$ cat config.mk
export PLATFORM = sky130hd
export DESIGN_NAME = spi_req_arbiter_flat
export DESIGN_NICKNAME = d
export VERILOG_FILES = /design/src/rtl/spi_req_arbiter_if.sv /design/src/rtl/spi_req_arbiter.sv /design/src/flat_wrapper.sv
export SDC_FILE = /design/constraint.sdc
export NUM_CORES = 1
export LEC_CHECK = 0
export CORE_ASPECT_RATIO = 0.7
export CORE_MARGIN = 3
export CORE_UTILIZATION = 40
export CTS_BUF_LIST = sky130_fd_sc_hd__clkbuf_4 sky130_fd_sc_hd__clkbuf_8 sky130_fd_sc_hd__clkbuf_16
export DETAILED_ROUTE_END_ITERATION = 12
export PLACE_DENSITY = 0.73
export SLEW_MARGIN = 20
export SYNTH_ARGS = -nofsm -noshare
export SYNTH_HDL_FRONTEND = slang
export SYNTH_SLANG_ARGS = --single-unit
$ cat constraint.sdc
create_clock -name clk -period 4.91 [get_ports clk]
set_input_delay 0.982 -clock clk [delete_from_list [all_inputs] [get_ports clk]]
set_output_delay 0.982 -clock clk [all_outputs]
set_load 0.02 [all_outputs]
$ cat src/rtl/spi_req_arbiter_if.sv
// Client-side request/grant bundle plus the clk-domain spi_master hookup
// that the round-robin arbiter sits between.
interface spi_req_arbiter_if #(
  parameter int DATA_WIDTH = 8,
  parameter int NUM_REQ    = 4
);
  logic [NUM_REQ-1:0]            req;
  logic [NUM_REQ*DATA_WIDTH-1:0] req_data;
  logic [NUM_REQ-1:0]            gnt;
  logic [NUM_REQ-1:0]            done;
  logic [NUM_REQ-1:0]            err;
  logic [DATA_WIDTH-1:0]         rx_data;
  logic                          busy;
  logic                          m_tx_start;
  logic [DATA_WIDTH-1:0]         m_tx_data;
  logic                          m_cs_n;
  logic [DATA_WIDTH-1:0]         m_rx_data;

  // Arbiter side.
  modport slave (
    input  req, req_data, m_cs_n, m_rx_data,
    output gnt, done, err, rx_data, busy, m_tx_start, m_tx_data
  );

  // Clients and spi_master side.
  modport master (
    output req, req_data, m_cs_n, m_rx_data,
    input  gnt, done, err, rx_data, busy, m_tx_start, m_tx_data
  );
endinterface

$ cat src/rtl/spi_req_arbiter.sv
// Round-robin sharing of one spi_master among NUM_REQ clients; completion is
// the cs_n low-then-high envelope, with a per-wait-state timeout abort.
module spi_req_arbiter #(
  parameter int DATA_WIDTH = 8,
  parameter int NUM_REQ    = 4,
  parameter int TIMEOUT    = 1024
) (
  input  logic              clk,
  input  logic              rst,
  spi_req_arbiter_if.slave  bus
);
  localparam int IDX_W = $clog2(NUM_REQ);
  localparam int CNT_W = $clog2(TIMEOUT + 1);

  typedef enum logic [1:0] {IDLE, START, WAIT_ASSERT, WAIT_DEASSERT} state_t;

  state_t                state_q, state_d;
  logic [IDX_W-1:0]      ptr_q, ptr_d;
  logic [IDX_W-1:0]      winner_q, winner_d;
  logic [CNT_W-1:0]      cnt_q, cnt_d;
  logic [NUM_REQ-1:0]    gnt_q, gnt_d;
  logic [NUM_REQ-1:0]    done_q, done_d;
  logic [NUM_REQ-1:0]    err_q, err_d;
  logic                  busy_q, busy_d;
  logic                  start_q, start_d;
  logic [DATA_WIDTH-1:0] tx_q, tx_d;
  logic [DATA_WIDTH-1:0] rx_q, rx_d;

  logic [DATA_WIDTH-1:0] req_word [NUM_REQ];
  logic [IDX_W:0]        sum;
  logic [IDX_W-1:0]      pick;
  logic                  pick_vld;
  logic [IDX_W-1:0]      next_ptr;
  logic                  timeout_hit;

  genvar gi;
  generate
    for (gi = 0; gi < NUM_REQ; gi++) begin : g_slice
      assign req_word[gi] = bus.req_data[gi*DATA_WIDTH +: DATA_WIDTH];
    end
  endgenerate

  // Scan from highest offset down so the lowest offset from ptr wins last.
  always_comb begin
    pick     = '0;
    pick_vld = 1'b0;
    sum      = '0;
    for (int k = NUM_REQ - 1; k >= 0; k--) begin
      sum = {1'b0, ptr_q} + (IDX_W+1)'(k);
      if (sum >= (IDX_W+1)'(NUM_REQ)) sum = sum - (IDX_W+1)'(NUM_REQ);
      if (bus.req[sum[IDX_W-1:0]]) begin
        pick     = sum[IDX_W-1:0];
        pick_vld = 1'b1;
      end
    end
  end

  assign next_ptr    = (winner_q == IDX_W'(NUM_REQ - 1)) ? '0 : winner_q + 1'b1;
  assign timeout_hit = (cnt_q == CNT_W'(TIMEOUT - 1));

  always_comb begin
    state_d  = state_q;
    ptr_d    = ptr_q;
    winner_d = winner_q;
    cnt_d    = cnt_q;
    gnt_d    = gnt_q;
    done_d   = '0;
    err_d    = '0;
    busy_d   = busy_q;
    start_d  = 1'b0;
    tx_d     = tx_q;
    rx_d     = rx_q;
    case (state_q)
      IDLE: begin
        if (pick_vld) begin
          winner_d    = pick;
          gnt_d       = '0;
          gnt_d[pick] = 1'b1;
          busy_d      = 1'b1;
          tx_d        = req_word[pick];
          state_d     = START;
        end
      end
      START: begin
        start_d = 1'b1;
        cnt_d   = '0;
        state_d = WAIT_ASSERT;
      end
      WAIT_ASSERT, WAIT_DEASSERT: begin
        if ((state_q == WAIT_ASSERT) && !bus.m_cs_n) begin
          cnt_d   = '0;
          state_d = WAIT_DEASSERT;
        end else if ((state_q == WAIT_DEASSERT) && bus.m_cs_n) begin
          rx_d             = bus.m_rx_data;
          done_d[winner_q] = 1'b1;
          gnt_d            = '0;
          busy_d           = 1'b0;
          ptr_d            = next_ptr;
          cnt_d            = '0;
          state_d          = IDLE;
        end else if (timeout_hit) begin
          err_d[winner_q] = 1'b1;
          gnt_d           = '0;
          busy_d          = 1'b0;
          ptr_d           = next_ptr;
          cnt_d           = '0;
          state_d         = IDLE;
        end else begin
          cnt_d = cnt_q + 1'b1;
        end
      end
      default: state_d = IDLE;
    endcase
  end

  always_ff @(posedge clk) begin
    if (rst) begin
      state_q  <= IDLE;
      ptr_q    <= '0;
      winner_q <= '0;
      cnt_q    <= '0;
      gnt_q    <= '0;
      done_q   <= '0;
      err_q    <= '0;
      busy_q   <= 1'b0;
      start_q  <= 1'b0;
      tx_q     <= '0;
      rx_q     <= '0;
    end else begin
      state_q  <= state_d;
      ptr_q    <= ptr_d;
      winner_q <= winner_d;
      cnt_q    <= cnt_d;
      gnt_q    <= gnt_d;
      done_q   <= done_d;
      err_q    <= err_d;
      busy_q   <= busy_d;
      start_q  <= start_d;
      tx_q     <= tx_d;
      rx_q     <= rx_d;
    end
  end

  assign bus.gnt        = gnt_q;
  assign bus.done       = done_q;
  assign bus.err        = err_q;
  assign bus.busy       = busy_q;
  assign bus.rx_data    = rx_q;
  assign bus.m_tx_start = start_q;
  assign bus.m_tx_data  = tx_q;
endmodule

$ cat src/flat_wrapper.sv
// flat-port wrapper written by rule: the top's interface ports become plain ports
module spi_req_arbiter_flat 
#(
  parameter int DATA_WIDTH = 8,
  parameter int NUM_REQ    = 4,
  parameter int TIMEOUT    = 1024
)
  (clk, rst, bus_req, bus_req_data, bus_m_cs_n, bus_m_rx_data, bus_gnt, bus_done, bus_err, bus_rx_data, bus_busy, bus_m_tx_start, bus_m_tx_data);
  spi_req_arbiter_if #(.DATA_WIDTH(DATA_WIDTH), .NUM_REQ(NUM_REQ)) bus_i ();
  input  logic clk;
  input  logic rst;
  input wire logic [$bits(bus_i.req)-1:0] bus_req;
  input wire logic [$bits(bus_i.req_data)-1:0] bus_req_data;
  input wire logic [$bits(bus_i.m_cs_n)-1:0] bus_m_cs_n;
  input wire logic [$bits(bus_i.m_rx_data)-1:0] bus_m_rx_data;
  output wire logic [$bits(bus_i.gnt)-1:0] bus_gnt;
  output wire logic [$bits(bus_i.done)-1:0] bus_done;
  output wire logic [$bits(bus_i.err)-1:0] bus_err;
  output wire logic [$bits(bus_i.rx_data)-1:0] bus_rx_data;
  output wire logic [$bits(bus_i.busy)-1:0] bus_busy;
  output wire logic [$bits(bus_i.m_tx_start)-1:0] bus_m_tx_start;
  output wire logic [$bits(bus_i.m_tx_data)-1:0] bus_m_tx_data;
  assign bus_i.req = bus_req;
  assign bus_i.req_data = bus_req_data;
  assign bus_i.m_cs_n = bus_m_cs_n;
  assign bus_i.m_rx_data = bus_m_rx_data;
  assign bus_gnt = bus_i.gnt;
  assign bus_done = bus_i.done;
  assign bus_err = bus_i.err;
  assign bus_rx_data = bus_i.rx_data;
  assign bus_busy = bus_i.busy;
  assign bus_m_tx_start = bus_i.m_tx_start;
  assign bus_m_tx_data = bus_i.m_tx_data;
  spi_req_arbiter #(.DATA_WIDTH(DATA_WIDTH), .NUM_REQ(NUM_REQ), .TIMEOUT(TIMEOUT)) u_core (.clk(clk), .rst(rst), .bus(bus_i));
endmodule
# Word-level counts from Yosys, hierarchy flattened
# Cells that the tools add are included.
dict set report word_totals {
  regBits 47
  latchBits 0
  mem_bits_rw 0
  rom_bits 0
  inputBits 47
  wordCells 114
  mem_count 0
}
dict set report classes {
  add_sub_neg 9
  multipliers 0
  div 0
  n_lt_le_gt_ge 13
  n_eq_ne 9
  n_shift 0
  mux 50
  bitwise 5
  reduce_logical 17
}
# cell n
set ops {}
lappend ops {{2-to-1 mux 11 bit} 3}
lappend ops {{2-to-1 mux 2 bit} 15}
lappend ops {{one-hot mux 11 bit (2 select lines)} 1}
lappend ops {{less-than comparator 2 x 3 -> 1 bit, second input constant} 6}
lappend ops {{binary-select mux 8 bit (select 2 bit)} 1}
lappend ops {{2-to-1 mux 4 bit} 4}
lappend ops {{2-to-1 mux 8 bit} 2}
lappend ops {{2-to-1 mux 1 bit} 15}
lappend ops {{greater-or-equal comparator 3 bit, second input constant} 4}
lappend ops {{adder 11 x 1 -> 11 bit, second input constant} 1}
lappend ops {{== test 11 x 10 -> 1 bit, second input constant} 1}
lappend ops {{binary-select mux 1 bit (select 2 bit)} 4}
lappend ops {{one-hot mux 4 bit (2 select lines)} 1}
lappend ops {{subtractor 2 x 1 -> 2 bit, second input constant} 4}
lappend ops {{adder 2 x 2 -> 3 bit, second input constant} 2}
lappend ops {{== test 2 bit, second input constant} 3}
lappend ops {{one-hot mux 2 bit (3 select lines)} 1}
lappend ops {{AND reduction 3 bit} 2}
lappend ops {{nonzero test 2 bit} 3}
lappend ops {{OR reduction 5 bit} 1}
lappend ops {{demux 1 bit (select 2 bit)} 2}
lappend ops {{greater-or-equal comparator 2 x 1 -> 1 bit, second input constant} 2}
lappend ops {{logical AND 1 bit} 4}
lappend ops {{inequality test 4 x 1 -> 1 bit, second input constant} 1}
lappend ops {{other kinds (16)} 20}

# Longest topological paths before layout
dict set report depth {
  word_depth 15
  ltp_mapped 6
  mapped_depth_nobuf 6
}

# Least setup slack after synthesis
# No wires, ideal clock.
dict set report synth_path {
  path_type {input to register}
  from {input port bus_req[2]}
  to {register u_core.tx_q[0], in the netlist u_core.bus.m_tx_data[0]}
  arrival_time_ps 2075
  t_required_ps 4827
  path_slack_ps 2753
  cell_stages 6
  path_buffers 1
  path_cell_list {inv_1 o22ai_1 a211o_1 or3_1 buf_6 o221ai_1}
}
dict set report synth_between {
  elab_chain_len 10
  elab_cells_between_ends 21
  cone_classes {19 x mux; 1 x bitwise; 1 x reduce/logical}
}
# element line
set synth_rtl {}
lappend synth_rtl {{from (decl)} flat_wrapper.sv:12} ;# input wire logic [$bits(bus_i.req)-1:0] bus_req;
lappend synth_rtl {{binary-select mux 1 bit (select 2 bit)} spi_req_arbiter.sv:51} ;# if (bus.req[sum[IDX_W-1:0]]) begin
lappend synth_rtl {{2-to-1 mux 1 bit (not written as such)} spi_req_arbiter.sv:51}
lappend synth_rtl {{2-to-1 mux 2 bit (4 in series)} spi_req_arbiter.sv:51}
lappend synth_rtl {{NOT 2 -> 3 bit (not written as such)} spi_req_arbiter.sv:80} ;# tx_d = req_word[pick];
lappend synth_rtl {{binary-select mux 8 bit (select 2 bit)} spi_req_arbiter.sv:80}
lappend synth_rtl {{2-to-1 mux 8 bit (not written as such) (2 in series)} spi_req_arbiter.sv:80}
lappend synth_rtl {{to (signal assigned)} spi_req_arbiter.sv:139} ;# tx_q <= tx_d;
lappend synth_rtl {{to (decl)} spi_req_arbiter.sv:26} ;# logic [DATA_WIDTH-1:0] tx_q, tx_d;
# Several ways; a longest one is shown, not always the timed one. The select of a mux whose other input is x is not followed.
# A chain may end at the register's enable or synchronous reset.

# Final worst setup path
dict set report layout_path {
  from {input port bus_req[0]}
  to {register u_core.gnt_q[3], in the netlist u_core.bus.gnt[3]}
}
dict set report layout_between {
  elab_chain_len 12
  elab_cells_between_ends 25
  cone_classes {2 x order compare; 1 x eq/ne; 20 x mux; 2 x reduce/logical}
}
# element line
set layout_rtl {}
lappend layout_rtl {{binary-select mux 1 bit (select 2 bit)} spi_req_arbiter.sv:51}
lappend layout_rtl {{2-to-1 mux 1 bit (not written as such)} spi_req_arbiter.sv:51}
lappend layout_rtl {{2-to-1 mux 2 bit (4 in series)} spi_req_arbiter.sv:51}
lappend layout_rtl {{less-than comparator 2 x 3 -> 1 bit (not written as such) or greater-or-equal comparator 2 x 1 -> 1 bit (tied branches)} spi_req_arbiter.sv:78} ;# gnt_d[pick] = 1'b1;
lappend layout_rtl {{logical AND 1 bit (not written as such)} spi_req_arbiter.sv:78}
lappend layout_rtl {{2-to-1 mux 1 bit (not written as such)} spi_req_arbiter.sv:78}
lappend layout_rtl {{demux 1 bit (select 2 bit)} n/a}
lappend layout_rtl {{2-to-1 mux 4 bit} spi_req_arbiter.sv:75} ;# if (pick_vld) begin
lappend layout_rtl {{one-hot mux 4 bit (2 select lines)} spi_req_arbiter.sv:73} ;# case (state_q)
lappend layout_rtl {{to (signal assigned)} spi_req_arbiter.sv:134} ;# gnt_q <= gnt_d;
lappend layout_rtl {{to (decl)} spi_req_arbiter.sv:21} ;# logic [NUM_REQ-1:0] gnt_q, gnt_d;
# Several ways; a longest one is shown, not always the timed one. The select of a mux whose other input is x is not followed.

==> results.py <==
metrics = {
    "status": {
        "outcome": "completed",
    },
    "floorplan": {
        "ios": 77,
        "rows": 21,
        "start_util": 0.432,
        "die_h_um": 67.4,
        "core-area_sq_um": 4990,
        "die_area_sq_um": 6320,
        "die_x_um": 93.7,
    },
    "critical_path": {
        "required_ps": 5140,
        "startpoint_type": "input port",
        "path_cells": "clkdlybuf4s50_1, a21o_2, a21oi_1, o22a_1, or3b_2, a21oi_1",
        "end_kind": "flip-flop",
        "crit_buf_inv": 1,
        "path_class": "in2reg",
        "cpMostUsedCell": "a21oi_1",
        "slowest_stage": "o22a_1",
        "cp_max_fo": 21,
        "crit_arrival_ps": 3320,
        "critPathTopFamily": "compound AO/OA/AOI/OAI gates",
        "max_stage_delay_ps": 850,
    },
    "routing": {
        "drtIter0Drc": 86,
        "postRouteAntennaNets": 0,
        "drt_wl_total_mm": 5.02,
        "drc": 0,
        "firstDrtPassIters": 4,
        "num_vias": 1992,
        "wire_per_inst_um": 13.2,
        "drt-vias-per-instance": 5.26,
    },
    "timing": {
        "hold_violations": 0,
        "min_period_ps": 3090,
        "rsz0062_at_grt": "no",
        "slew_violations": 0,
        "holdWs_ps": 456,
        "worst_slew_pin_slew_ps": 1040,
        "max_freq_ghz": 0.324,
        "setup_tns_ps": 0,
        "fin_skew_ps": 8.89,
        "relSlewSlack": 0.308,
        "period_share": 0.628,
        "final-setup-viol-count": 0,
    },
    "synth": {
        "synth_edf_count": 0,
        "yosysTopAreaCell": "dfxtp_1",
        "synth_area_leaders": "dfxtp_1 (44%), mux2i_1 (8.8%), a21oi_1 (5.3%), nand2_1 (4.4%), nand3b_1 (3.5%)",
        "syn-cell-area_sq_um": 2160,
        "yosys_warnings": 0,
        "synth_fp_nets": 290,
        "avgSynthCellArea_sq_um": 9.06,
        "seq_area_frac_synth": 0.436,
        "yosys_register_bits": 47,
        "ys_types": 40,
        "syn_inst": 238,
        "synth_ff_type": "dfxtp_1",
        "async_reset_ff_frac": 0,
        "synth.top_cell.area_share": 0.436,
    },
    "placed_design": {
        "placed_cells": 371,
        "hpwl_mm": 3.71,
        "globalplace.congestion": 0.855,
        "port_buffers": 76,
    },
    "cts": {
        "cts.clk_slew.worst_paths_ps": 90,
        "numCtsBuffers": 5,
        "htreeDepth": 2,
        "cts.sinks": 47,
        "clock_path_buffers": 2,
        "clkLatencyLatePin_ps": 300,
        "tritoncts": "done",
        "cts_resized": 0,
        "postCtsSetupBuffers": 0,
        "cts-root-buf": "clkbuf_8",
        "hold_buffers": 0,
    },
    "layout": {
        "area_growth_pct": 42.5,
        "nNetsFinal": 361,
        "final_common_cell": "clkdlybuf4s50_1",
        "stdcell_count": 379,
        "fillers": 448,
        "multiInputGateArea_sq_um": 1140,
        "n_antenna_cell": 0,
        "drive_above_1_share": 0.0548,
        "utilization": 0.615,
        "seq_area_sq_um": 941,
        "layout_common_cells": "clkdlybuf4s50_1 (76), dfxtp_1 (47), nand2_1 (25)",
    },
    "pwr": {
        "vdd_drop_max_mv": 0.173,
        "p_total_mw": 0.882,
        "powerDensity_nw_per_um2": 287,
        "leakage_nw": 1.09,
    },
    "grt": {
        "grt_max_degree": 38,
        "overflow": 0,
        "grt_pass1_wl_mm": 8.14,
        "grt_util_all_layers": 0.161,
        "antenna_found_initial": 0,
        "grt_pass1_vias": 1808,
    },
    "worst_hold_path": {
        "min_path_type": "reg2reg",
    },
    "flow_run": {
        "cap_violations": 0,
    },
}
-- flip-flops by register name, indices dropped and copies added (netlist names) --
name                   count
u_core.bus.rx_data         8
u_core.bus.m_tx_data       8
u_core.bus.m_tx_start      1
u_core.bus.err             4
u_core.state_q             2
u_core.cnt_q              11
u_core.winner_q            2
u_core.ptr_q               2
u_core.bus.busy            1
u_core.bus.gnt             4
u_core.bus.done            4
-- power breakdown --
part | total [mW] | switching [mW] | leakage [nW] | internal, mW
logic | 0.178 | 0.0843 | 0.649 | 0.0935
clock network | 0.287 | 0.133 | 0.0587 | 0.154
registers | 0.417 | 0.0166 | 0.382 | 0.401
-- worst paths after layout --
kind,from,endpoint,slack [ps],cells past startpoint
worst min-delay path,u_core.bus.rx_data[2]$_SDFFE_PP0P_,u_core.bus.rx_data[2]$_SDFFE_PP0P_,460,2
worst min register to register,u_core.bus.rx_data[2]$_SDFFE_PP0P_,u_core.bus.rx_data[2]$_SDFFE_PP0P_,460,2
worst max-delay path,bus_req[0],u_core.bus.gnt[3]$_SDFFE_PP0P_,1820,6
worst max register to register,u_core.ptr_q[1]$_SDFFE_PP0P_,u_core.bus.gnt[3]$_SDFFE_PP0P_,2650,5
-- worst min-delay path, stage by stage, from the launching register on --
cell	delay, ps
dfxtp_1	320
nand2_1	50
a21oi_1	50
-- kinds of logic (layout without fill, tap and decap cells) --
| logic type | after synthesis | in the layout | synth area share |
|---|---|---|---|
| AND/OR/NAND/NOR | 94 | 94 | 0.237 |
| adder cells (fa/ha/maj) | 5 | 5 | 0.0290 |
| flip-flops | 47 | 47 | 0.436 |
| AO/OA/AOI/OAI | 52 | 52 | 0.157 |
| XOR/XNOR | 3 | 3 | 0.0122 |
| buffers and inverters | 18 | 90 | 0.0395 |
| multiplexers | 19 | 19 | 0.0882 |
-- layer usage --
metal	vias to the layer above	GRT usage	part of all wire
met1	908	0.207	0.45
met5	-	0	0
met4	0	0.0432	0.0086
li1	997	-	-
met3	5	0.0635	0.11
met2	82	0.255	0.44
-- Yosys cell counts (all sizes together) (3+ instances only) --
| cell | instances |
|---|---|
| a21oi | 24 |
| a31oi | 3 |
| and2 | 8 |
| buf | 7 |
| clkbuf | 7 |
| dfxtp | 47 |
| ha | 5 |
| inv | 4 |
| mux2i | 19 |
| nand2 | 25 |
| nand3 | 9 |
| nand3b | 11 |
| nor2 | 14 |
| nor2b | 3 |
| nor3 | 4 |
| nor3b | 5 |
| o21ai | 4 |
| o221ai | 8 |
| o41ai | 3 |
| or3 | 8 |
-- metrics by stage --
step	setup WS, ps	instance area, sq um
4_1_cts	1820	3070
2_1_floorplan	2750	2160
5_1_grt	1650	3070
6_report	1820	3070
3_5_place_dp	1510	2960
3_3_place_gp	1580	2960
-- area by class of cell --
cell class                      instances  area share
Multi-Input combinational cell        173       0.370
Sequential cell                        47       0.306
Timing Repair Buffer                   78       0.253
Tap cell                               69      0.0281
Clock buffer                            5      0.0224
Clock inverter                          3      0.0155
Inverter                                4     0.00489
Note: power is estimated with default switching activity, not from simulation.
